==> config.mk <==
export PLATFORM = sky130hd
export DESIGN_NAME = fir_bist
export DESIGN_NICKNAME = d
export VERILOG_FILES = /design/src/rtl/fir_bist.sv
export SDC_FILE = /design/constraint.sdc
export NUM_CORES = 1
export LEC_CHECK = 0
export CAP_MARGIN = 40
export CORE_ASPECT_RATIO = 1.1
export CORE_UTILIZATION = 30
export CTS_BUF_LIST = sky130_fd_sc_hd__clkbuf_2
export DETAILED_ROUTE_END_ITERATION = 12
export DONT_BUFFER_PORTS = 1
export HOLD_SLACK_MARGIN = 0.05
export PLACE_DENSITY = 0.51
export RECOVER_POWER = 100
export SLEW_MARGIN = 20
export SYNTH_ARGS = -nofsm -noshare
export SYNTH_HDL_FRONTEND = slang
export SYNTH_SLANG_ARGS = --single-unit
==> constraint.sdc <==
create_clock -name clk -period 4.4 [get_ports clk]
set_input_delay 0.88 -clock clk [delete_from_list [all_inputs] [get_ports clk]]
set_output_delay 0.88 -clock clk [all_outputs]
set_load 0.05 [all_outputs]
==> src/rtl/fir_bist.sv <==
// Self-test sequencer for the FIR datapath: flushes the filter, plays a stimulus
// table into Xn and checks Yn against an expected-response table.
module fir_bist #(
  parameter int unsigned WIDTH     = 16,
  parameter int unsigned DEPTH     = 10,
  parameter int unsigned ADDR_W    = 4,
  parameter int unsigned HOLD      = 3,
  parameter int unsigned FLUSH_CYC = 4,
  parameter int unsigned CNT_W     = 8
) (
  input  logic              clk,
  input  logic              arst_n,
  input  logic              load_en,
  input  logic              load_sel,
  input  logic [ADDR_W-1:0] load_addr,
  input  logic [WIDTH-1:0]  load_data,
  input  logic              start,
  input  logic [WIDTH-1:0]  Yn,
  output logic [WIDTH-1:0]  Xn,
  output logic              busy,
  output logic              done,
  output logic              pass,
  output logic [CNT_W-1:0]  fail_count,
  output logic [ADDR_W-1:0] first_fail_idx,
  output logic [ADDR_W-1:0] sample_idx
);

  localparam int unsigned HoldW  = (HOLD > 1) ? $clog2(HOLD) : 1;
  localparam int unsigned FlushW = (FLUSH_CYC > 1) ? $clog2(FLUSH_CYC) : 1;

  localparam logic [HoldW-1:0]  HoldLast  = HoldW'(HOLD - 1);
  localparam logic [FlushW-1:0] FlushLoad = FlushW'(FLUSH_CYC - 1);
  localparam logic [ADDR_W-1:0] LastIdx   = ADDR_W'(DEPTH - 1);
  localparam logic [ADDR_W:0]   DepthLim  = (ADDR_W + 1)'(DEPTH);

  typedef enum logic [1:0] {StIdle, StFlush, StDrive, StDone} state_e;

  state_e state_q, state_d;

  logic [WIDTH-1:0]  stim_q [DEPTH];
  logic [WIDTH-1:0]  exp_q  [DEPTH];
  logic [WIDTH-1:0]  xn_q;
  logic [CNT_W-1:0]  fail_count_q;
  logic [ADDR_W-1:0] first_fail_idx_q;
  logic [ADDR_W-1:0] sample_idx_q;
  logic [HoldW-1:0]  hold_q;
  logic [FlushW-1:0] flush_q;

  logic              wr_ok;
  logic              cmp_cycle;
  logic              mismatch;
  logic              last_idx;
  logic [ADDR_W-1:0] next_idx;

  // Decode of the compare slot and table write qualification
  always_comb begin
    wr_ok     = load_en && !busy && ({1'b0, load_addr} < DepthLim);
    cmp_cycle = (state_q == StDrive) && (hold_q == HoldLast);
    mismatch  = cmp_cycle && (Yn != exp_q[sample_idx_q]);
    last_idx  = (sample_idx_q == LastIdx);
    next_idx  = sample_idx_q + ADDR_W'(1);
  end

  // Table storage; contents survive reset on purpose
  always_ff @(posedge clk) begin
    if (wr_ok) begin
      if (load_sel) exp_q[load_addr]  <= load_data;
      else          stim_q[load_addr] <= load_data;
    end
  end

  // State register
  always_ff @(posedge clk) begin
    if (!arst_n) state_q <= StIdle;
    else         state_q <= state_d;
  end

  // Next-state logic
  always_comb begin
    state_d = state_q;
    unique case (state_q)
      StIdle, StDone: if (start) state_d = StFlush;
      StFlush:        if (flush_q == '0) state_d = StDrive;
      StDrive:        if (cmp_cycle && last_idx) state_d = StDone;
      default:        state_d = StIdle;
    endcase
  end

  // Status outputs decoded from state
  always_comb begin
    busy = (state_q == StFlush) || (state_q == StDrive);
    done = (state_q == StDone);
    pass = done && (fail_count_q == '0);
  end

  // Sample driver, counters and mismatch bookkeeping
  always_ff @(posedge clk) begin
    if (!arst_n) begin
      xn_q             <= '0;
      fail_count_q     <= '0;
      first_fail_idx_q <= '0;
      sample_idx_q     <= '0;
      hold_q           <= '0;
      flush_q          <= '0;
    end else begin
      unique case (state_q)
        StIdle, StDone: begin
          xn_q <= '0;
          if (start) begin
            fail_count_q     <= '0;
            first_fail_idx_q <= '0;
            sample_idx_q     <= '0;
            hold_q           <= '0;
            flush_q          <= FlushLoad;
          end
        end
        StFlush: begin
          xn_q <= '0;
          if (flush_q == '0) begin
            // Table read happens here, so a write in the start cycle is seen
            xn_q         <= stim_q[0];
            sample_idx_q <= '0;
            hold_q       <= '0;
          end else begin
            flush_q <= flush_q - FlushW'(1);
          end
        end
        StDrive: begin
          if (cmp_cycle) begin
            if (mismatch) begin
              if (fail_count_q == '0)  first_fail_idx_q <= sample_idx_q;
              if (fail_count_q != '1) fail_count_q     <= fail_count_q + CNT_W'(1);
            end
            if (last_idx) begin
              xn_q <= '0;
            end else begin
              xn_q         <= stim_q[next_idx];
              sample_idx_q <= next_idx;
              hold_q       <= '0;
            end
          end else begin
            hold_q <= hold_q + HoldW'(1);
          end
        end
        default: xn_q <= '0;
      endcase
    end
  end

  assign Xn             = xn_q;
  assign fail_count     = fail_count_q;
  assign first_fail_idx = first_fail_idx_q;
  assign sample_idx     = sample_idx_q;

endmodule

# Word level (Yosys, flattened, before mapping)
# Memories as Yosys holds them, arrays and structs flattened. A register that Yosys moved wholly into a read port is not among the register bits.
# Index checks and enable logic that the tools add are counted.
# W data, S select, Z words.
totals:
  wordCells: 89
  inputBits: 41
  mem_bits_rw: 320
  out_inout_bits: 35
  ff_bits: 38
  memories: 2
op_classes:
  muxes: 38
  n_eq_ne: 17
  magnitude_cmp: 1
  add_sub_neg: 4
  n_reduce_logical: 20
memory_table:
  columns: ["name", "words", "width", "rd", "rd_clocked_by_memory_dff", "write_ports", "line_no", "rtl"]
  rows:
  - ["exp_q", 10, 16, 1, 1, 1, "41", "logic [WIDTH-1:0] exp_q [DEPTH];"]
  - ["stim_q", 10, 16, 2, 0, 1, "40", "logic [WIDTH-1:0] stim_q [DEPTH];"]
op_table:
  columns: ["cell", "count"]
  rows:
  - ["$mux W16", 3]
  - ["$pmux W16 S3", 1]
  - ["$mux W4", 9]
  - ["$mux W8", 4]
  - ["$mux W2", 9]
  - ["$ne A16 B16 Y1", 1]
  - ["$pmux W8 S2", 1]
  - ["$ne A2 B2 Y1 const B", 7]
  - ["$pmux W2 S3", 2]
  - ["$pmux W4 S3", 1]
  - ["$reduce_and A5 Y1", 2]
  - ["$reduce_and A3 Y1", 3]
  - ["$add A8 B1 Y8 const B", 1]
  - ["$logic_not A8 Y1", 1]
  - ["$ne A8 B8 Y1 const B", 1]
  - ["$pmux W4 S2", 1]
  - ["$eq A2 B2 Y1 const B", 3]
  - ["$logic_and A1 B1 Y1", 6]
  - ["$mux W1", 6]
  - ["$add A4 B1 Y4 const B", 1]
  - ["$eq A4 B4 Y1 const B", 1]
  - ["$logic_not A2 Y1", 2]
  - ["$lt A4 B4 Y1 const B", 1]
  - ["$ne A2 B1 Y1 const B", 2]
  - ["other kinds (10)", 11]

# Depth between registers and ports, before layout
# Gate-level depths: netlist (run 1).
logic_depth:
  word_depth: 7
  depth_mapped: 12

# Least setup slack after synthesis (run 1)
# No wires, ideal clock.
synth_timing:
  kind: "in2reg"
  from: "input load_addr[1]"
  to: "memory exp_q[4][0], enable pin"
  path_slack_ns: 0.932
  cell_stages: 5
  arrival_ns: 3.059
  required_time_ns: 3.991
  path_cell_list: "clkbuf_1 > o21ai_0 > nand4_1 > or3b_2 > nor3_1"
synth_between:
  elab_chain_cells: 4
synth_lines:
  columns: ["element", "line_no", "rtl"]
  rows:
  - ["start: declaration", "15", "input logic [ADDR_W-1:0] load_addr,"]
  - ["$lt A4 B4 Y1", "57", "wr_ok = load_en && !busy && ({1'b0, load_addr} < DepthLim);"]
  - ["$logic_and A1 B1 Y1", "57", null]
  - ["$mux W1", "66", "if (wr_ok) begin"]
  - ["$mux W1 (implied by the code)", "67", "if (load_sel) exp_q[load_addr] <= load_data;"]
  - ["end: declaration", "41", null]
# Parallel ways exist; a longest one is shown, timed or not.

# Worst setup path in the final report (run 1)
layout_timing:
  from: "register fail_count_q[0], in the netlist fail_count[0]"
  to: "output pass"
layout_between:
  elab_chain_cells: 2
layout_lines:
  columns: ["element", "line_no", "rtl"]
  rows:
  - ["start: declaration", "43", "logic [CNT_W-1:0] fail_count_q;"]
  - ["start signal: assignment", "132", "if (fail_count_q != '1) fail_count_q <= fail_count_q + CNT_W'(1);"]
  - ["$logic_not A8 Y1", "93", "pass = done && (fail_count_q == '0);"]
  - ["$logic_and A1 B1 Y1", "93", null]
  - ["end: declaration", "22", "output logic pass,"]
# No other way between the ends.

==> metrics.json, run 1 <==
{
  "detailed_routing": {
    "firstDrtPassIters": 5,
    "drc_errors": 0,
    "routed_wirelength_um": 35500,
    "routed-via-count": 7933,
    "wl_per_cell_um": 21.4,
    "drt_first_iter_violations": 535,
    "avgViaCountPerCell": 4.79,
    "drt.antenna.violating_nets": 0
  },
  "critical_path": {
    "startpoint_type": "flip-flop",
    "critical_path.endpoint_type": "output pin",
    "critical_path_peak_fanout": 6,
    "timing.critical_path.arrival_ns": 3.31,
    "crit_required_ns": 3.52,
    "criticalPathCategory": "flip-flop to output pin",
    "worst_setup_slack_for_register_to_register_paths_ns": 0.48
  },
  "synthesis": {
    "syn_area_per_cell_um2": 17.6,
    "yosys_warnings": 0,
    "synth_sequential_area_ratio_pct": 70.9,
    "syn-cell-area_mm2": 0.0147,
    "post_synth_inst_count": 836,
    "synth-edff-count": 320,
    "ffs_latches_synth": 362,
    "synth_async_sr_flop_share_pct": 0,
    "synth.distinct_cells": 52,
    "synth_ff_type": "edfxtp_1",
    "syn-num-nets": 886
  },
  "timing": {
    "max-slew-margin-rel_pct": 8.98,
    "timing.final.crit_period_ns": 4.19,
    "setup_tns_ns": 0,
    "clock.fmax_mhz": 239,
    "post-route-period-util_pct": 95.2,
    "timing.clock.skew_ns": 0.0761,
    "hold-worst-slack_ns": 0.190,
    "setup_viol": 0,
    "finalHoldViolations": 0,
    "post-route-worst-setup-slack_ns": 0.210,
    "worst_pin_slew_ns": 1.37,
    "final-max-slew-violation-count": 0
  },
  "pwr": {
    "leakage_power_nw": 5.20,
    "power.density_cell_area_mw_per_mm2": 430,
    "report.power.total_mw": 7.12,
    "worst_ir_drop_vdd_mv": 0.150
  },
  "finish": {
    "area.growth.synth_to_final_pct": 12.3,
    "n_fill_cell": 4722,
    "area.sequential_mm2": 0.0105,
    "num-nets-final": 996,
    "layout.cells.non_filler": 1657,
    "postLayoutCoreUtil_pct": 34.4,
    "stdcell_area_mm2": 0.0166,
    "drive_gt1_share_pct": 20.5,
    "multi_input_area_mm2": 0.00403
  },
  "global_route": {
    "grt_pass1_vias": 8144,
    "pin_count_of_the_biggest_net_entering_global_routing": 46,
    "grt_pass1_wl_um": 52500,
    "globalRouteTotalUtil_pct": 14.6,
    "globalRoute.totalOverflow": 0,
    "antenna_found_initial": 8
  },
  "floorplan": {
    "initial_core_util_pct": 30.6,
    "die_h_um": 235,
    "die-area_mm2": 0.0500,
    "ioPinCount": 76,
    "core_footprint_mm2": 0.0481,
    "row_count": 84,
    "die_w_um": 213
  },
  "placed_design": {
    "placement.setup.worst_slack_ns": 0.853,
    "post_dp_cell_area_mm2": 0.0156,
    "dpl.cell_count": 1473,
    "placement.io_buffers": 0,
    "place.detailed.hpwl_um": 21300,
    "routabilityCongestion": 0.763
  },
  "clock_tree": {
    "post_cts.repair.setup_buffers": 0,
    "clock_insertion_delay_worst_skew_ns": 0.99,
    "cts_hold_buffers_added": 17,
    "numClockSinks": 362,
    "cts_inserted_buffers": 85,
    "cts-htree-levels": 3,
    "cts.repair.resized": 0,
    "cell_at_the_root_of_the_clock_tree": "clkbuf_2",
    "clk_pin_slew_ns": 0.09,
    "tritoncts": "yes",
    "cts_max_path_buffers": 3
  },
  "min_path": {
    "hold_class": "input port to flip-flop"
  },
  "status": {
    "result_of_the_run": "complete, no violations"
  },
  "flow_run": {
    "cap_violations": 0
  }
}
==> per-layer routing <==
layer	wire length (um)	global-route usage, %	share of wire [%]
met4	847	5.33	2.4
met5	16	0	0.045
met2	16700	23.3	47
met3	2500	3.71	7.0
met1	15500	19.1	44
==> cell usage after synthesis, drive strengths merged, types with 2 or more instances <==
| master | number | area share [%] |
|---|---|---|
| a211o | 2 | 0.12 |
| o211ai | 2 | 0.10 |
| a21oi | 3 | 0.10 |
| a211oi | 2 | 0.10 |
| or4b | 2 | 0.14 |
| dfxtp | 42 | 5.7 |
| nor3 | 11 | 0.41 |
| or3b | 3 | 0.18 |
| buf | 16 | 0.81 |
| and3 | 4 | 0.17 |
| mux2i | 66 | 4.5 |
| nor2 | 37 | 0.94 |
| and2 | 7 | 0.30 |
| xor2 | 19 | 1.1 |
| ha | 9 | 0.76 |
| xnor2 | 18 | 1.1 |
| nor2b | 19 | 0.81 |
| o2bb2ai | 2 | 0.12 |
| or2 | 2 | 0.085 |
| nand4b | 2 | 0.12 |
| edfxtp | 320 | 65 |
| a31oi | 2 | 0.085 |
| o21ai | 13 | 0.44 |
| nand3b | 2 | 0.10 |
| nand2b | 3 | 0.13 |
| nand3 | 7 | 0.24 |
| o22ai | 3 | 0.13 |
| nand2 | 52 | 1.3 |
| o31ai | 2 | 0.10 |
| mux4 | 64 | 10 |
| nor4 | 4 | 0.27 |
| clkbuf | 27 | 0.69 |
| nand4 | 11 | 0.47 |
| or3 | 3 | 0.13 |
| a32o | 16 | 1.1 |
| inv | 12 | 0.31 |
| a21boi | 2 | 0.10 |
| a22oi | 18 | 0.92 |
==> cell type report <==
cell class              instances  share of cell area (%)
well taps                     645                    4.87
clock inverters                22                   0.816
clock buffers                 127                    3.84
flip-flops and latches        362                    63.1
multi-input cells             419                    24.3
repair buffers                 66                    2.69
diodes                          4                  0.0605
inverters                      12                   0.272
==> worst max-delay path, cell delays in order, from the launching register on <==
cell and delay (ns):
dfxtp_1 0.54, inv_1 0.13, ha_1 0.16, or4b_2 0.58, nor4_1 0.44, and2_1 0.52
==> path summary, 6_finish.rpt <==
check,startpoint,end,cells past startpoint
worst max-delay path,fail_count[0]$_SDFFE_PN0P_,pass,5
worst min register to register,hold_q[0]$_SDFFE_PN0P_,hold_q[0]$_SDFFE_PN0P_,2
worst min-delay path,arst_n,fail_count[7]$_SDFFE_PN0P_,2
worst max register to register,flip-flop,first_fail_idx[1]$_SDFFE_PN0P_,8
==> state kept, by name, summed over array words and instances, names as in the netlist, named ones only <==
register and cells:
sample_idx 4, exp_q 160, Xn 16, flush_q 2
fail_count 8, stim_q 160, state_q 2, hold_q 2
first_fail_idx 4
==> logic make-up (layout without fill, tap and decap cells) <==
family / after synthesis / after routing / synth area share (%)
buffers and inverters: 55 / 227 / 1.81
AO/OA/AOI/OAI: 73 / 73 / 3.79
adder cells (fa/ha/maj): 9 / 9 / 0.764
flip-flops: 362 / 362 / 70.9
XOR/XNOR: 37 / 37 / 2.20
multiplexers: 131 / 131 / 14.8
other: 0 / 4 / 0
AND/OR/NAND/NOR: 169 / 169 / 5.80
==> power breakdown <==
group	switching, mW	internal [mW]	leakage, nW	total, mW
logic	0.596	0.425	1.39	1.02
registers	0.129	3.80	3.22	3.93
clock network	1.29	0.877	0.593	2.17
total	2.02	5.10	5.20	7.12
==> layout by cell type (no fill, tap or decap), types with 3 or more instances in the layout <==
master	n
edfxtp_1	320
clkbuf_2	128
mux2i_1	66
nand2_1	52
mux4_2	47
dfxtp_1	41
nor2_1	37
clkbuf_1	34
nor2b_1	19
xor2_1	18
xnor2_1	18
a22oi_1	18
clkinv_1	18
mux4_1	17
a32o_1	16
dlygate4sd3_1	16
o21ai_0	13
inv_1	12
nand4_1	11
buf_4	11
nor3_1	10
ha_1	9
nand3_1	7
and2_1	5
diode_2	4
and3_1	4
nand2b_1	3
or3b_2	3
or3_1	3
nor4_1	3
o22ai_1	3
a21oi_1	3
(Power assumes the default switching activity.)
==> run 2, diff against run 1 <==
--- a/config.mk
+++ b/config.mk
@@ -5,6 +5,7 @@
 export SDC_FILE = /design/constraint.sdc
 export NUM_CORES = 1
 export LEC_CHECK = 0
+export ABC_AREA = 1
 export CAP_MARGIN = 40
 export CORE_ASPECT_RATIO = 1.1
 export CORE_UTILIZATION = 30
==> metrics.json, run 2 <==
{
  "placed_design": {
    "placement.setup.worst_slack": {"value": 1.37, "unit": "ns", "change": "was 0.853 ns"},
    "placement.io_buffers": {"value": 0, "change": "unchanged"},
    "routabilityCongestion": {"value": 0.821, "change": "was 0.763"},
    "place.detailed.hpwl": {"value": 23900, "unit": "um", "change": "was 21300 um"},
    "post_dp_cell_area": {"value": 0.0161, "unit": "mm2", "change": "was 0.0156 mm2"},
    "dpl.cell_count": {"value": 2036, "change": "was 1473"}
  },
  "synthesis": {
    "yosys.cell_count.top_type": {"value": "edfxtp_1", "change": "unchanged"},
    "synth-edff-count": {"value": 320, "change": "unchanged"},
    "synth_ff_type": {"value": "edfxtp_1", "change": "unchanged"},
    "syn_area_per_cell": {"value": 10.9, "unit": "um2", "change": "was 17.6 um2"},
    "yosys_warnings": {"value": 0, "change": "unchanged"},
    "netlist.area_leader.share": {"value": 62.7, "unit": "%", "change": "was 65.2%"},
    "synth_sequential_area_ratio": {"value": 68.2, "unit": "%", "change": "was 70.9%"},
    "syn-num-nets": {"value": 1458, "change": "was 886"},
    "post-synth-top-area-cell": {"value": "edfxtp_1", "change": "unchanged"},
    "synth-adder-area-share": {"value": 0.735, "unit": "%", "change": "was 0.764%"},
    "yosys-top-cells-count": {"value": "edfxtp_1 (320), nand2_1 (267), nor2_1 (163)", "change": "was edfxtp_1 (320), mux2i_1 (66), nand2_1 (52)"},
    "ffs_latches_synth": {"value": 362, "change": "unchanged"},
    "synth_xor_area_share": {"value": 0.114, "unit": "%", "change": "was 2.20%"},
    "synth_top_family_by_area": {"value": "simple AND/OR/NAND/NOR gates", "change": "was multiplexers"},
    "yosys-top-cells-area": {"value": "edfxtp_1 (63%), nand2_1 (6.5%), dfxtp_1 (5.5%), o21ai_0 (4.7%), nor2_1 (4.0%)", "change": "was edfxtp_1 (65%), mux4_2 (7.2%), dfxtp_1 (5.7%), mux2i_1 (4.5%), mux4_1 (3.0%)"},
    "synth-simple-area-share": {"value": 14.5, "unit": "%", "change": "was 5.80%"},
    "post_synth_inst_count": {"value": 1408, "change": "was 836"},
    "syn-cell-area": {"value": 0.0153, "unit": "mm2", "change": "was 0.0147 mm2"},
    "synth.distinct_cells": {"value": 35, "change": "was 52"},
    "synth_compound_gate_area_share": {"value": 9.48, "unit": "%", "change": "was 3.79%"},
    "synth.area.mux_share": {"value": 1.05, "unit": "%", "change": "was 14.8%"},
    "synth_async_sr_flop_share": {"value": 0, "unit": "%", "change": "unchanged"}
  },
  "global_route": {
    "globalRoute.totalOverflow": {"value": 0, "change": "unchanged"},
    "grt_pass1_vias": {"value": 10276, "change": "was 8144"},
    "pin_count_of_the_biggest_net_entering_global_routing": {"value": 73, "change": "was 46"},
    "globalRouteTotalUtil": {"value": 15.9, "unit": "%", "change": "was 14.6%"},
    "antenna_found_initial": {"value": 11, "change": "was 8"},
    "grt_pass1_wl": {"value": 61800, "unit": "um", "change": "was 52500 um"}
  },
  "clock_tree": {
    "cell_at_the_root_of_the_clock_tree": {"value": "clkbuf_2", "change": "unchanged"},
    "cts-htree-levels": {"value": 3, "change": "unchanged"},
    "clk_pin_slew": {"value": 0.12, "unit": "ns", "change": "was 0.09 ns"},
    "numClockSinks": {"value": 362, "change": "unchanged"},
    "cts.repair.resized": {"value": 0, "change": "unchanged"},
    "tritoncts": {"value": "yes", "change": "unchanged"},
    "clock_insertion_delay_worst_skew": {"value": 0.98, "unit": "ns", "change": "was 0.99 ns"},
    "cts_max_path_buffers": {"value": 3, "change": "unchanged"},
    "cts_hold_buffers_added": {"value": 17, "change": "unchanged"},
    "cts_inserted_buffers": {"value": 88, "change": "was 85"},
    "post_cts.repair.setup_buffers": {"value": 0, "change": "unchanged"}
  },
  "critical_path": {
    "critical_path_depth": {"value": 5, "change": "unchanged"},
    "criticalPathCategory": {"value": "flip-flop to output pin", "change": "unchanged"},
    "critical_path.reg2reg.endpoint": {"value": "Xn[3]$_SDFFE_PN0N_", "change": "was first_fail_idx[1]$_SDFFE_PN0P_"},
    "timing.critical_path.arrival": {"value": 2.91, "unit": "ns", "change": "was 3.31 ns"},
    "worstPathBufferInverterCount": {"value": 1, "change": "unchanged"},
    "timing.critical_path.slowest_stage_cell": {"value": "and2_0", "change": "was or4b_2"},
    "timing.critical_path.from": {"value": "fail_count[0]$_SDFFE_PN0P_", "change": "unchanged"},
    "crit_end": {"value": "pass", "change": "unchanged"},
    "crit_required": {"value": 3.52, "unit": "ns", "change": "about the same"},
    "critical_path.endpoint_type": {"value": "output pin", "change": "unchanged"},
    "critical_path.reg2reg.startpoint": "sample_idx[0]$_SDFFE_PN0P_",
    "slowest_delay": {"value": 0.64, "unit": "ns", "change": "was 0.58 ns"},
    "rr_worst_depth": {"value": 10, "change": "was 8"},
    "cp_cell_sequence": {"value": "inv_1, ha_1, nand4_1, nor4_1, and2_0", "change": "was inv_1, ha_1, or4b_2, nor4_1, and2_1"},
    "startpoint_type": {"value": "flip-flop", "change": "unchanged"},
    "critical_path_peak_fanout": {"value": 4, "change": "was 6"},
    "path_delay_family": {"value": "simple AND/OR/NAND/NOR gates", "change": "unchanged"},
    "worst_setup_slack_for_register_to_register_paths": {"value": 0.72, "unit": "ns", "change": "was 0.48 ns"}
  },
  "detailed_routing": {
    "routed-via-count": {"value": 10468, "change": "was 7933"},
    "wl_per_cell": {"value": 18.4, "unit": "um", "change": "was 21.4 um"},
    "routed_wirelength": {"value": 41000, "unit": "um", "change": "was 35500 um"},
    "drt.antenna.violating_nets": {"value": 0, "change": "unchanged"},
    "m1WireLength": {"value": 18100, "unit": "um", "change": "was 15500 um"},
    "highest_metal_layer_with_signal_wires": {"value": "met5", "change": "unchanged"},
    "drt_first_iter_violations": {"value": 655, "change": "was 535"},
    "met3WireLength": {"value": 2370, "unit": "um", "change": "was 2500 um"},
    "firstDrtPassIters": {"value": 5, "change": "unchanged"},
    "dr_wl_met2": {"value": 19600, "unit": "um", "change": "was 16700 um"},
    "avgViaCountPerCell": {"value": 4.70, "change": "was 4.79"},
    "drc_errors": {"value": 0, "change": "unchanged"}
  },
  "timing": {
    "post-route-period-util": {"value": 86.1, "unit": "%", "change": "was 95.2%"},
    "grt_setup_unrepaired": "no",
    "clock.fmax": {"value": 264, "unit": "MHz", "change": "was 239 MHz"},
    "timing.final.crit_period": {"value": 3.79, "unit": "ns", "change": "was 4.19 ns"},
    "final-max-slew-violation-count": {"value": 0, "change": "unchanged"},
    "worst_pin_slew": {"value": 1.46, "unit": "ns", "change": "was 1.37 ns"},
    "max-slew-margin-rel": {"value": 2.51, "unit": "%", "change": "was 8.98%"},
    "hold-worst-slack": {"value": 0.150, "unit": "ns", "change": "was 0.190 ns"},
    "timing.clock.skew": {"value": 0.0867, "unit": "ns", "change": "was 0.0761 ns"},
    "post-route-worst-setup-slack": {"value": 0.612, "unit": "ns", "change": "was 0.210 ns"},
    "setup_tns": {"value": 0, "unit": "ns", "change": "unchanged"},
    "finalHoldViolations": {"value": 0, "change": "unchanged"},
    "setup_viol": {"value": 0, "change": "unchanged"}
  },
  "floorplan": {
    "die_w": {"value": 217, "unit": "um", "change": "was 213 um"},
    "core_footprint": {"value": 0.0503, "unit": "mm2", "change": "was 0.0481 mm2"},
    "die-area": {"value": 0.0520, "unit": "mm2", "change": "was 0.0500 mm2"},
    "ioPinCount": {"value": 76, "change": "unchanged"},
    "die_h": {"value": 239, "unit": "um", "change": "was 235 um"},
    "initial_core_util": {"value": 30.5, "unit": "%", "change": "was 30.6%"},
    "row_count": {"value": 86, "change": "was 84"}
  },
  "status": {
    "result_of_the_run": {"value": "complete, no violations", "change": "unchanged"}
  },
  "finish": {
    "layout.cells.non_filler": {"value": 2229, "change": "was 1657"},
    "multi_input_area": {"value": 0.00398, "unit": "mm2", "change": "was 0.00403 mm2"},
    "drive_gt1_share": {"value": 9.71, "unit": "%", "change": "was 20.5%"},
    "area.growth.synth_to_final": {"value": 11.3, "unit": "%", "change": "was 12.3%"},
    "postLayoutCoreUtil": {"value": 33.9, "unit": "%", "change": "was 34.4%"},
    "stdcell_area": {"value": 0.0171, "unit": "mm2", "change": "was 0.0166 mm2"},
    "area.sequential": {"value": 0.0105, "unit": "mm2", "change": "unchanged"},
    "final_common_cell": {"value": "edfxtp_1", "change": "unchanged"},
    "layout.cells.most_common_list": {"value": "edfxtp_1 (320), nand2_1 (267), nor2_1 (163), o21ai_0 (143), inv_1 (137)", "change": "was edfxtp_1 (320), clkbuf_2 (128), mux2i_1 (66), nand2_1 (52), mux4_2 (47)"},
    "num-nets-final": {"value": 1542, "change": "was 996"},
    "n_fill_cell": {"value": 5088, "change": "was 4722"}
  },
  "pwr": {
    "worst_ir_drop_vdd": {"value": 0.317, "unit": "mV", "change": "was 0.150 mV"},
    "leakage_power": {"value": 6.28, "unit": "nW", "change": "was 5.20 nW"},
    "report.power.total": {"value": 8.06, "unit": "mW", "change": "was 7.12 mW"},
    "power.density_cell_area": {"value": 472, "unit": "mW/mm2", "change": "was 430 mW/mm2"}
  },
  "flow_run": {
    "cap_violations": {"value": 0, "change": "unchanged"}
  },
  "min_path": {
    "hold_class": {"value": "input port to flip-flop", "change": "unchanged"}
  }
}
## run 2: cell count changes in the layout (fill, tap and decap cells not counted), moves of 19 or more
| cell | previous run | this run |
|---|---|---|
| mux4_2 | 47 | 0 |
| inv_1 | 12 | 137 |
| nor2b_1 | 19 | 0 |
| nor2_1 | 37 | 163 |
| mux2i_1 | 66 | 16 |
| nand3_1 | 7 | 89 |
| nand2_1 | 52 | 267 |
| o21ai_0 | 13 | 143 |
| a21oi_1 | 3 | 61 |
| clkinv_1 | 18 | 38 |
## run 2: kinds of logic (layout without fill, tap and decap cells)
family | count (synthesis) | after routing
muxes | 16 | 16
DFF | 362 | 362
and+or+nand+nor | 544 | 544
xor gates and xnor gates | 2 | 2
other | 0 | 4
AOI/OAI and AO/OA | 263 | 263
buffers and inverters | 212 | 369
adders and majority gates | 9 | 9
## run 2: cell type report
type / count / area share (%)
clock buffers: 125 / 3.67
flip-flops and latches: 362 / 61.3
multi-input cells: 834 / 23.3
well taps: 660 / 4.84
repair buffers: 65 / 2.71
diodes: 4 / 0.0587
inverters: 141 / 3.13
clock inverters: 38 / 0.998
## run 2: worst min path at each step
stage | from | end | slack, ns | cells past startpoint
after global routing | arst_n | flip-flop | 0.12 | 2
after CTS | arst_n | sample_idx[0]$_SDFFE_PN0P_ | 0.06 | 2
final | arst_n | flip-flop | 0.15 | 2
after floorplan | flush_q[0]$_SDFFE_PN0P_ | flush_q[0]$_SDFFE_PN0P_ | 0.40 | 1
after global placement | flush_q[0]$_SDFFE_PN0P_ | flush_q[0]$_SDFFE_PN0P_ | 0.41 | 1
after detailed placement | flush_q[0]$_SDFFE_PN0P_ | flush_q[0]$_SDFFE_PN0P_ | 0.44 | 1
## run 2: metal layers
layer  GRT usage, %  vias up
li1               -     5092
met1           19.9     5041
met2           25.9      259
met3           3.93       70
met4           6.79        6
met5              0        -
## run 2: power by group
part / switching, mW / leakage, nW / internal, mW
sequential: 0.255 / 3.22 / 3.84
combinational: 1.25 / 2.46 / 0.556
clock: 1.34 / 0.596 / 0.826
total: 2.84 / 6.28 / 5.22
